`src/rtl/reg_cmd_ctrl.sv`:
```
// -----------------------------------------------------------------------------
// reg_cmd_ctrl
//
// Command initiator for the register file. Decodes byte frames arriving from
// the UART receive path into single-cycle register file writes and reads, and
// hands read data back to the UART transmit path as one byte.
//
//   Write frame : WR_CMD, addr, data
//   Read frame  : RD_CMD, addr   -> RdData returned on TX_P_DATA/TX_D_VLD
//
// Ports
//   CLK         in   system clock
//   RST         in   synchronous active-high reset
//   RX_P_DATA   in   received byte
//   RX_D_VLD    in   one-cycle strobe, RX_P_DATA valid
//   RdData      in   register file read data
//   RdData_VLD  in   register file read-data valid
//   TX_BUSY     in   transmitter busy, byte cannot be accepted
//   WrEn        out  register write strobe (one cycle)
//   RdEn        out  register read strobe (one cycle)
//   Address     out  register address (holds between operations)
//   WrData      out  register write data (holds between operations)
//   TX_P_DATA   out  byte to transmit
//   TX_D_VLD    out  one-cycle strobe, TX_P_DATA valid
//   CMD_ERR     out  one-cycle pulse: unknown opcode or read timeout
//
// Every output is a flop; there is no combinational input-to-output path.
// -----------------------------------------------------------------------------
module reg_cmd_ctrl #(
    parameter int                    DATA_WIDTH = 8,
    parameter int                    ADDR       = 4,
    parameter logic [DATA_WIDTH-1:0] WR_CMD     = 8'hAA,
    parameter logic [DATA_WIDTH-1:0] RD_CMD     = 8'hBB,
    parameter int                    RD_TIMEOUT = 15
) (
    input  logic                  CLK,
    input  logic                  RST,
    input  logic [DATA_WIDTH-1:0] RX_P_DATA,
    input  logic                  RX_D_VLD,
    input  logic [DATA_WIDTH-1:0] RdData,
    input  logic                  RdData_VLD,
    input  logic                  TX_BUSY,
    output logic                  WrEn,
    output logic                  RdEn,
    output logic [ADDR-1:0]       Address,
    output logic [DATA_WIDTH-1:0] WrData,
    output logic [DATA_WIDTH-1:0] TX_P_DATA,
    output logic                  TX_D_VLD,
    output logic                  CMD_ERR
);

    localparam int               CNT_W   = $clog2(RD_TIMEOUT + 1);
    localparam logic [CNT_W-1:0] CNT_MAX = CNT_W'(RD_TIMEOUT);

    typedef enum logic [2:0] {
        IDLE,
        WR_ADDR,
        WR_DATA,
        RD_ADDR,
        RD_WAIT,
        TX_SEND
    } state_t;

    state_t           state;
    logic [CNT_W-1:0] rd_cnt;

    always_ff @(posedge CLK) begin
        if (RST) begin
            state     <= IDLE;
            WrEn      <= 1'b0;
            RdEn      <= 1'b0;
            TX_D_VLD  <= 1'b0;
            CMD_ERR   <= 1'b0;
            Address   <= '0;
            WrData    <= '0;
            TX_P_DATA <= '0;
            rd_cnt    <= '0;
        end else begin
            // NOTE: strobes default low every cycle, so any branch that raises
            // one produces exactly a single-cycle pulse without extra clearing.
            WrEn     <= 1'b0;
            RdEn     <= 1'b0;
            TX_D_VLD <= 1'b0;
            CMD_ERR  <= 1'b0;

            case (state)
                IDLE: begin
                    if (RX_D_VLD) begin
                        if (RX_P_DATA == WR_CMD) begin
                            state <= WR_ADDR;
                        end else if (RX_P_DATA == RD_CMD) begin
                            state <= RD_ADDR;
                        end else begin
                            CMD_ERR <= 1'b1;
                        end
                    end
                end

                WR_ADDR: begin
                    if (RX_D_VLD) begin
                        Address <= RX_P_DATA[ADDR-1:0];
                        state   <= WR_DATA;
                    end
                end

                WR_DATA: begin
                    if (RX_D_VLD) begin
                        WrData <= RX_P_DATA;
                        WrEn   <= 1'b1;
                        state  <= IDLE;
                    end
                end

                RD_ADDR: begin
                    if (RX_D_VLD) begin
                        Address <= RX_P_DATA[ADDR-1:0];
                        RdEn    <= 1'b1;
                        rd_cnt  <= '0;
                        state   <= RD_WAIT;
                    end
                end

                // A response arriving on the same edge the counter expires
                // still wins; the timeout only fires when nothing came back.
                RD_WAIT: begin
                    if (RdData_VLD) begin
                        TX_P_DATA <= RdData;
                        state     <= TX_SEND;
                    end else if (rd_cnt == CNT_MAX) begin
                        CMD_ERR <= 1'b1;
                        state   <= IDLE;
                    end else begin
                        rd_cnt <= rd_cnt + 1'b1;
                    end
                end

                // The transmitter may stay busy arbitrarily long; we wait.
                TX_SEND: begin
                    if (!TX_BUSY) begin
                        TX_D_VLD <= 1'b1;
                        state    <= IDLE;
                    end
                end

                default: state <= IDLE;
            endcase
        end
    end

endmodule

```
`config.mk`:
```
export PLATFORM = sky130hd
export DESIGN_NAME = reg_cmd_ctrl
export DESIGN_NICKNAME = d
export VERILOG_FILES = /design/src/rtl/reg_cmd_ctrl.sv
export SDC_FILE = /design/constraint.sdc
export NUM_CORES = 1
export LEC_CHECK = 0
export CORE_ASPECT_RATIO = 1.4
export CORE_UTILIZATION = 40
export DETAILED_ROUTE_END_ITERATION = 8
export GPL_ROUTABILITY_DRIVEN = 0
export PLACE_DENSITY = 0.75
export SLEW_MARGIN = 5
export SYNTH_ARGS = -nofsm -noshare
export SYNTH_HDL_FRONTEND = slang
export SYNTH_SLANG_ARGS = --single-unit
```
`constraint.sdc`:
```
create_clock -name CLK -period 1.48 [get_ports CLK]
set_input_delay 0.222 -clock CLK [delete_from_list [all_inputs] [get_ports CLK]]
set_output_delay 0.222 -clock CLK [all_outputs]
set_load 0.05 [all_outputs]
```
==> impl_metrics.toml <==
[place]
portBuffers = 44
dpl.hpwl_mm = 2.413
dp_cells = 232
place_ws_ns = -0.2499

[synth]
syn_nets = 163
ys_types = 37
yosys_most_used_dff = "dfxtp_1"
synth_top_cell_area_share = 0.4760
seq_area_frac_synth = 0.4760
synth_area_leaders = "dfxtp_1 48%, mux2i_1 10%, nand2_1 5.5%"
synth_area_um2 = 1304
yosysMostFrequentCell = "dfxtp_1"
ys_top_cells_by_count = "31 x dfxtp_1, 19 x nand2_1, 17 x nor2_1, 13 x mux2i_1, 11 x a21oi_1"
synth_largest_area_cell = "dfxtp_1"
syn_area_per_cell_um2 = 9.246
ys_warn_count = 0
synth_edf_count = 0
async_flop_share = 0
netlist_instances = 141
synth_seq_cells = 31

[worst_setup_path]
cpPeakStageDelay_ns = 0.36
end_kind = "register"
rrSetupSlack_ns = 0.04
crit_family = "compound AO/OA/AOI/OAI gates"
critPathLaunchType = "register"
crit_chain = "ha_2 -> a31oi_2 -> a21boi_2 -> or3_1 -> a21oi_1"
reg2regPathDepth = 5
path_max_fanout = 4
critPathArrivalTime_ns = 1.65
path_buf_inv = 0
reg2reg_to = "rd_cnt[3]$_SDFFE_PP0P_"
crit_type = "register to register"
r2r_start = "rd_cnt[0]$_SDFFE_PP0P_"
critical-path-slowest-cell = "or3_1"
cp.required_ns = 1.69

[global_route]
grt_pass1_vias = 1201
grt_pass1_wl_mm = 5.285
antenna_found_initial = 0
grt_max_degree = 17
grt.total_usage = 0.2026
grt_overflow = 0

[floorplanning]
pin_count = 45
die_height_um = 69.55
initial_core_util = 0.4175
dieArea_um2 = 3495
die_w_um = 50.25
core-area_um2 = 3123
rows = 24

[final_layout]
fin_util = 0.6202
finalNonFillerCells = 240
drive_gt1_frac = 0.2935
nets = 222
num_antenna_cells = 0
area_growth_pct = 48.56

[routing]
wl_per_cell_um = 13.31
firstDrtPassIters = 4
drt_iter0_markers = 46
ant_nets = 0
drc = 0
route.vias.total = 1211
via_per_inst = 5.046
finalWirelength_mm = 3.194

[timing]
fmax_mhz = 696.5
period_needed_ns = 1.436
hold_violations = 0
period_share = 0.9701
rsz0062_at_grt = "false"
skew_ns = 0.007357
relSlewSlack = 0.7644
setup_ws_ns = 0.04425
whs_ns = 0.4594
slew_viol_final = 0
setup_violations = 0
worst-slew-pin-transition_ns = 0.3490

[status]
outcome = "finished, final reports clean"

[clock_network]
cts_tree = "done"
cts.sinks = 31
clk_latency_ns = 0.28
post_cts_buffers = 0
cts_made_buffers = 5
cts-root-buf = "clkbuf_8"
h-tree-depth = 2
cts.reportedPaths.clkPinSlew_ns = 0.07
clockBufferDepth = 2

[pwr]
cellLeakagePower_nw = 0.8159
p_total_mw = 1.699
peakVddDrop_uv = 642.2
power_density_nw_per_um2 = 877.4

[hold_path]
hold_depth = 2
min_path_type = "register to register"
worst_hold_path.endpoint = "WrData[4]$_SDFFE_PP0P_"
hold_path_startpoint = "WrData[4]$_SDFFE_PP0P_"

[flow_run]
drv_cap = 0
worst max-delay path by stage:
stage,start,endpoint,slack [ns],cells past startpoint
floorplan,rd_cnt[0]$_SDFFE_PP0P_,rd_cnt[3]$_SDFFE_PP0P_,0.08,5
global placement,RX_D_VLD,WrData[4]$_SDFFE_PP0P_,-0.18,5
finish,rd_cnt[0]$_SDFFE_PP0P_,rd_cnt[3]$_SDFFE_PP0P_,0.04,5
CTS,state[1]$_SDFFE_PP0P_,TX_P_DATA[4]$_SDFFE_PP0P_,0.003,5
detailed placement,RX_D_VLD,WrData[5]$_SDFFE_PP0P_,-0.25,5
global route,rd_cnt[1]$_SDFFE_PP0P_,state[1]$_SDFFE_PP0P_,0.002,5
where the power goes:
| group | total, mW | internal [mW] | switching (mW) | leakage, nW |
|---|---|---|---|---|
| clock network | 0.722 | 0.424 | 0.298 | 0.0515 |
| registers | 0.841 | 0.838 | 0.00306 | 0.251 |
| logic | 0.136 | 0.0776 | 0.0583 | 0.513 |
cells by family after synthesis:
| group | count (synthesis) | synth area share |
|---|---|---|
| compound gates | 22 | 0.1008 |
| xor+xnor | 2 | 0.01344 |
| fa+ha+maj | 1 | 0.009595 |
| buf+inv | 10 | 0.04222 |
| flops | 31 | 0.4760 |
| mux | 13 | 0.09980 |
| simple gates | 62 | 0.2582 |
cell type report:
| class | count | area [um^2] |
|---|---|---|
| clock buffer | 8 | 100.1 |
| inverter | 2 | 7.507 |
| fill | 291 | 1186 |
| sequential | 31 | 624.3 |
| multi-input combinational | 100 | 643.1 |
| tap | 39 | 48.80 |
| timing repair buffer | 60 | 513.0 |
routing by layer:
metal  vias to the layer above  share of wire  GRT usage  routed length [um]
met5                         -              0          0                   0
met4                         0          0.018     0.1048                  57
met3                         6          0.049    0.04605                 156
met2                        33           0.54     0.3630                1735
met1                       572           0.39     0.2109                1244
li1                        600              -          -                   -
registers in the layout, indices dropped and copies added (netlist names):
name / count
state: 3
WrEn: 1
RdEn: 1
TX_D_VLD: 1
rd_cnt: 4
CMD_ERR: 1
TX_P_DATA: 8
WrData: 8
Address: 4
repair_timing:
item                       CTS  global route
hold buffers                 0             0
setup endpoints to repair    2            23
gates resized for setup      2             7
pin swaps                    1             2
worst min-delay path: cells and delay by family (launching register included):
kind / cells / cell delay, ns
and+or+nand+nor: 1 / 0.05
AOI/OAI and AO/OA: 1 / 0.05
DFF: 1 / 0.31
per-stage QoR:
stage | TNS (ns) | cell area (um^2)
floorplan | 0 | 1304
global placement | -2.487 | 1818
detailed placement | -3.575 | 1818
CTS | 0 | 1927
global route | 0 | 1937
finish | 0 | 1937
cells in the final DEF (no fill, tap or decap), types with 2 or more instances in the layout:
master,Yosys,routed
nor2b_1,4,3
nand2_1,19,19
inv_1,2,2
nor3_1,2,2
and2_1,3,2
nand3_1,4,4
buf_4,2,39
dfxtp_2,0,3
nor2_1,17,17
or3_1,2,2
a21oi_1,11,11
clkbuf_8,0,7
o21ai_0,5,4
clkdlybuf4s50_1,0,20
mux2i_1,13,13
dfxtp_1,31,28
No activity file was read; power rests on OpenSTA's default activity.
==> variant 1, RTL diff (same settings) <==
The parameter `ADDR` goes from 4 to 8.
--- a/src/rtl/reg_cmd_ctrl.sv
+++ b/src/rtl/reg_cmd_ctrl.sv
@@ -28,7 +28,7 @@
 // -----------------------------------------------------------------------------
 module reg_cmd_ctrl #(
     parameter int                    DATA_WIDTH = 8,
-    parameter int                    ADDR       = 4,
+    parameter int                    ADDR       = 8,
     parameter logic [DATA_WIDTH-1:0] WR_CMD     = 8'hAA,
     parameter logic [DATA_WIDTH-1:0] RD_CMD     = 8'hBB,
     parameter int                    RD_TIMEOUT = 15
Ports: changed (resized Address); port bits go from 45 to 49. No check against the original RTL was run, so the function may have changed too.
==> variant 1 against the unedited design <==
  * Routed wire length is 11% higher
  * Synthesized cell count up 14%
  * Combinational power up 22%
  * Sequential cell count up 4
  * Synthesized area rose by 7.2%
  * Maximum frequency increased by 0.11%
  * Final area grew 7.9%
  * First-iteration DRC count shrank 17%
  * Setup slack improved by 1.6 ps
  * Count of clock-buffer cells in the layout fell by 2
  * Non-clock buffer count up 9
  * Power up 6.4%
  * Die area is 6.9% higher
  * Largest power group unchanged
==> variant 1: results <==
group,metric,value,unit
timing,maxSlewHeadroom,79.0,%
placed_design,dp_cells,263,
yosys,synth_area_per_cell,8.68,sq um
critical_path,max_stage_delay,380,ps
critical_path,path_max_fanout,3,
yosys,syn_nets,183,
critical_path,cpMaxStageDelayCell,"or3_4",
grt,grt_pass1_vias,1341,
placed_design,dp_hpwl,2570,um
yosys,yosys-top-cells-area,"dfxtp_1 50%, nand2_1 9.4%, a21oi_1 7.5%, mux2i_1 7.2%, nor2_1 3.8%",
cells_and_area,fin_nets,252,
cells_and_area,instances_no_fill,270,
cells_and_area,top_regs,"Address x8, TX_P_DATA x8, WrData x8",
yosys,synth.distinct_cells,34,
timing,finalClockSkew,4.95,ps
outcome,run_status,"completed",
cells_and_area,nFillCells,304,
worst_hold_path,worstHoldStart,"WrData[6]",
clock_network,ctsResizeCount,1,
pwr,p_leak,0.000900,uW
detailed_routing,totalWireLength,3540,um
detailed_routing,via_per_inst,5.01,
cells_and_area,final_layout_size_suffix_gt1_share,27.4,%
placed_design,place_area,0.00198,sq mm
worst_hold_path,whs_endpoint,"WrData[6]",
grt,grt_usage,19.9,%
pwr,ir_drop,627,uV
placed_design,io_buffers,48,
grt,grt_pass1_wl,5540,um
yosys,synthTopCellsByCount,"35 x dfxtp_1, 35 x nand2_1, 21 x a21oi_1",
timing,whs,456,ps
variant 1: layout make-up:
| type | instances | area [sq um] | area share, % |
|---|---|---|---|
| Timing Repair Buffer | 69 | 572 | 27.3 |
| Clock inverter | 1 | 5.00 | 0.239 |
| Clock buffer | 6 | 82.6 | 3.95 |
| Tap cell | 40 | 50.0 | 2.39 |
| Inverter | 2 | 7.51 | 0.359 |
| Sequential cell | 35 | 701 | 33.5 |
| Multi-Input combinational cell | 117 | 673 | 32.2 |
variant 1: power breakdown:
part           internal (uW)  switching [uW]  leakage, uW
logic                   93.3            72.6     0.000571
registers                947            3.36     0.000282
clock network            365             328    0.0000470
total                   1410             404     0.000900
variant 1: logic make-up (layout without fill, tap and decap cells):
family	Yosys count	in the layout	synth area share, %
DFF	35	35	50.1
muxes	10	10	7.16
AOI/OAI and AO/OA	31	31	12.6
xor gates and xnor gates	2	2	1.25
adders and majority gates	1	1	0.895
and+or+nand+nor	73	73	24.4
buffers and inverters	9	78	3.58
variant 1: through the flow:
step | util, % | setup WS (ps)
after floorplan | - | 12.9
after global placement | 59.1 | -111
after detailed placement | 59.1 | -125
after CTS | 61.8 | 11.8
after global routing | 62.5 | -24.8
final | 62.5 | 45.8
variant 1: metal layers:
| metal | vias to the layer above | share of wire, % | GRT usage, % |
|---|---|---|---|
| met2 | 39 | 54 | 36.8 |
| met5 | - | 0 | 0 |
| met1 | 624 | 39 | 20.8 |
| li1 | 682 | - | - |
| met4 | 0 | 2.0 | 9.01 |
| met3 | 7 | 5.1 | 4.19 |
variant 1: worst max-delay path: cells and delay by family (launching register included):
kind / cells / cell delay (ps)
AO/OA/AOI/OAI: 3 / 460
adder cells (fa/ha/maj): 1 / 210
flip-flops: 1 / 320
AND/OR/NAND/NOR: 1 / 380
==> variant 2, RTL diff (config.mk and constraints unchanged) <==
Without the edit above. Register the output `WrData` once more, with the module's reset; this adds one clock of latency there. The other outputs are not delayed to match.
--- a/src/rtl/reg_cmd_ctrl.sv
+++ b/src/rtl/reg_cmd_ctrl.sv
@@ -61,6 +61,8 @@
         TX_SEND
     } state_t;
 
+    logic [DATA_WIDTH-1:0] WrData_s0;
+
     state_t           state;
     logic [CNT_W-1:0] rd_cnt;
 
@@ -72,7 +74,7 @@
             TX_D_VLD  <= 1'b0;
             CMD_ERR   <= 1'b0;
             Address   <= '0;
-            WrData    <= '0;
+            WrData_s0 <= '0;
             TX_P_DATA <= '0;
             rd_cnt    <= '0;
         end else begin
@@ -105,7 +107,7 @@
 
                 WR_DATA: begin
                     if (RX_D_VLD) begin
-                        WrData <= RX_P_DATA;
+                        WrData_s0 <= RX_P_DATA;
                         WrEn   <= 1'b1;
                         state  <= IDLE;
                     end
@@ -147,5 +149,13 @@
         end
     end
 
+    always_ff @(posedge CLK) begin
+        if (RST) begin
+            WrData <= '0;
+        end else begin
+            WrData <= WrData_s0;
+        end
+    end
+
 endmodule
 
Behaviour: not the same (Yosys sat finds a counterexample within 4 cycles, from zero or initial values and one cycle with RST high).
==> variant 2 against the unedited design <==
  * Die area grew 15%
  * Setup slack got worse by 26 ps
  * Synthesized area increased by 15%
  * Routed wire length is 0.85% higher
  * Final area up 13%
  * Sequential cell count is 8 higher
  * Highest routed layer unchanged
Power is not compared: it rests on default switching activity, and its combinational part moved more than twofold at a synthesized area within 25%.
==> variant 2: results <==
group,metric,value,unit
outcome,run_status,"completed",
yosys,yosys-top-cells-area,"dfxtp_1 52%, nand2_1 9.0%, a21oi_1 7.3%, mux2i_1 4.0%, nor2b_1 3.7%",
worst_hold_path,worstHoldStart,"WrData_s0[7]",
critical_path,crit_family,"simple AND/OR/NAND/NOR gates",
yosys,synth_adder_area_share,0.832,%
yosys,synthMuxAreaShare,3.99,%
detailed_routing,drtIter0Drc,44,
critical_path,critPathLaunch,"state[0]",
clock_network,ctsResizeCount,0,
detailed_routing,first_pass_iters,5,
critical_path,r2r_start,"state[0]",
timing,max_slew.worst_pin.slew,296,ps
grt,met1_usage,18.1,%
critical_path,rrSetupSlack,20,ps
critical_path,crit_arrival,1680,ps
cells_and_area,nFillCells,335,
yosys,syn_nets,193,
cells_and_area,fin_nets,251,
placed_design,dp_cells,264,
critical_path,crit_path_end,"rd_cnt[0]",
grt,use_met3,4.29,%
yosys,synth-compound-area-share,11.8,%
cells_and_area,top_regs,"TX_P_DATA x8, WrData x8, WrData_s0 x8",
placed_design,pre_cts_ws,-241,ps
timing,fin_crit,1460,ps
placed_design,place_area,0.00205,sq mm
critical_path,cpMaxStageDelayCell,"or4_1",
cells_and_area,final_layout_size_suffix_gt1_share,25.2,%
detailed_routing,vias,1373,
grt,grt_usage,16.5,%
grt,grt_pass1_wl,4840,um
yosys,synth_seq_area_share,51.9,%
detailed_routing,via_per_inst,5.05,
grt,grt_pass1_vias,1178,
timing,finalClockSkew,8.09,ps
grt,grtUsageMet2,28.9,%
critical_path,max_stage_delay,480,ps
yosys,synth_xor_area_share,0.582,%
==> variant 2: cell count changes after synthesis, moves of 4 or more <==
| cell | change |
|---|---|
| mux2i_1 | -7 |
| nor2_1 | -6 |
| nor2b_1 | +5 |
| clkbuf_1 | +4 |
| dfxtp_1 | +8 |
| a21oi_1 | +11 |
| nand2_1 | +17 |
==> variant 2: cell type report <==
class                      count  area (sq um)  share of cell area, %
sequential                    39           782                   35.7
multi-input combinational    122           701                   32.0
timing repair buffer          60           538                   24.6
clock buffer                   5          68.8                   3.14
tap                           42          52.6                   2.40
clock inverter                 3          43.8                   2.00
inverter                       1          3.75                  0.171
==> variant 2: metal layers <==
| layer | routed length [um] | part of all wire [%] |
|---|---|---|
| met1 | 1390 | 43 |
| met2 | 1670 | 52 |
| met3 | 135 | 4.2 |
| met4 | 29 | 0.90 |
| met5 | 0 | 0 |
==> variant 2: kinds of logic (layout without fill, tap and decap cells) <==
logic type,count (synthesis),in the layout
muxes,6,6
xor gates and xnor gates,1,1
adders and majority gates,1,1
AOI/OAI and AO/OA,32,32
buffers and inverters,10,69
and+or+nand+nor,82,82
DFF,39,39
==> variant 2: worst min path at each step <==
stage | end | slack, ps | depth (start not counted)
2_1_floorplan | WrData_s0[0] | 360 | 2
3_3_place_gp | WrData_s0[3] | 440 | 2
3_5_place_dp | WrData_s0[7] | 440 | 2
4_1_cts | WrData_s0[7] | 450 | 2
5_1_grt | TX_P_DATA[2] | 470 | 3
6_report | WrData_s0[7] | 450 | 2
==> variant 2: power by group <==
part | total (uW) | switching (uW) | leakage, uW | internal, uW
clock | 870 | 368 | 0.0000581 | 502
combinational | 350 | 181 | 0.000513 | 169
sequential | 1100 | 20.3 | 0.000315 | 1080
total | 2320 | 569 | 0.000886 | 1750
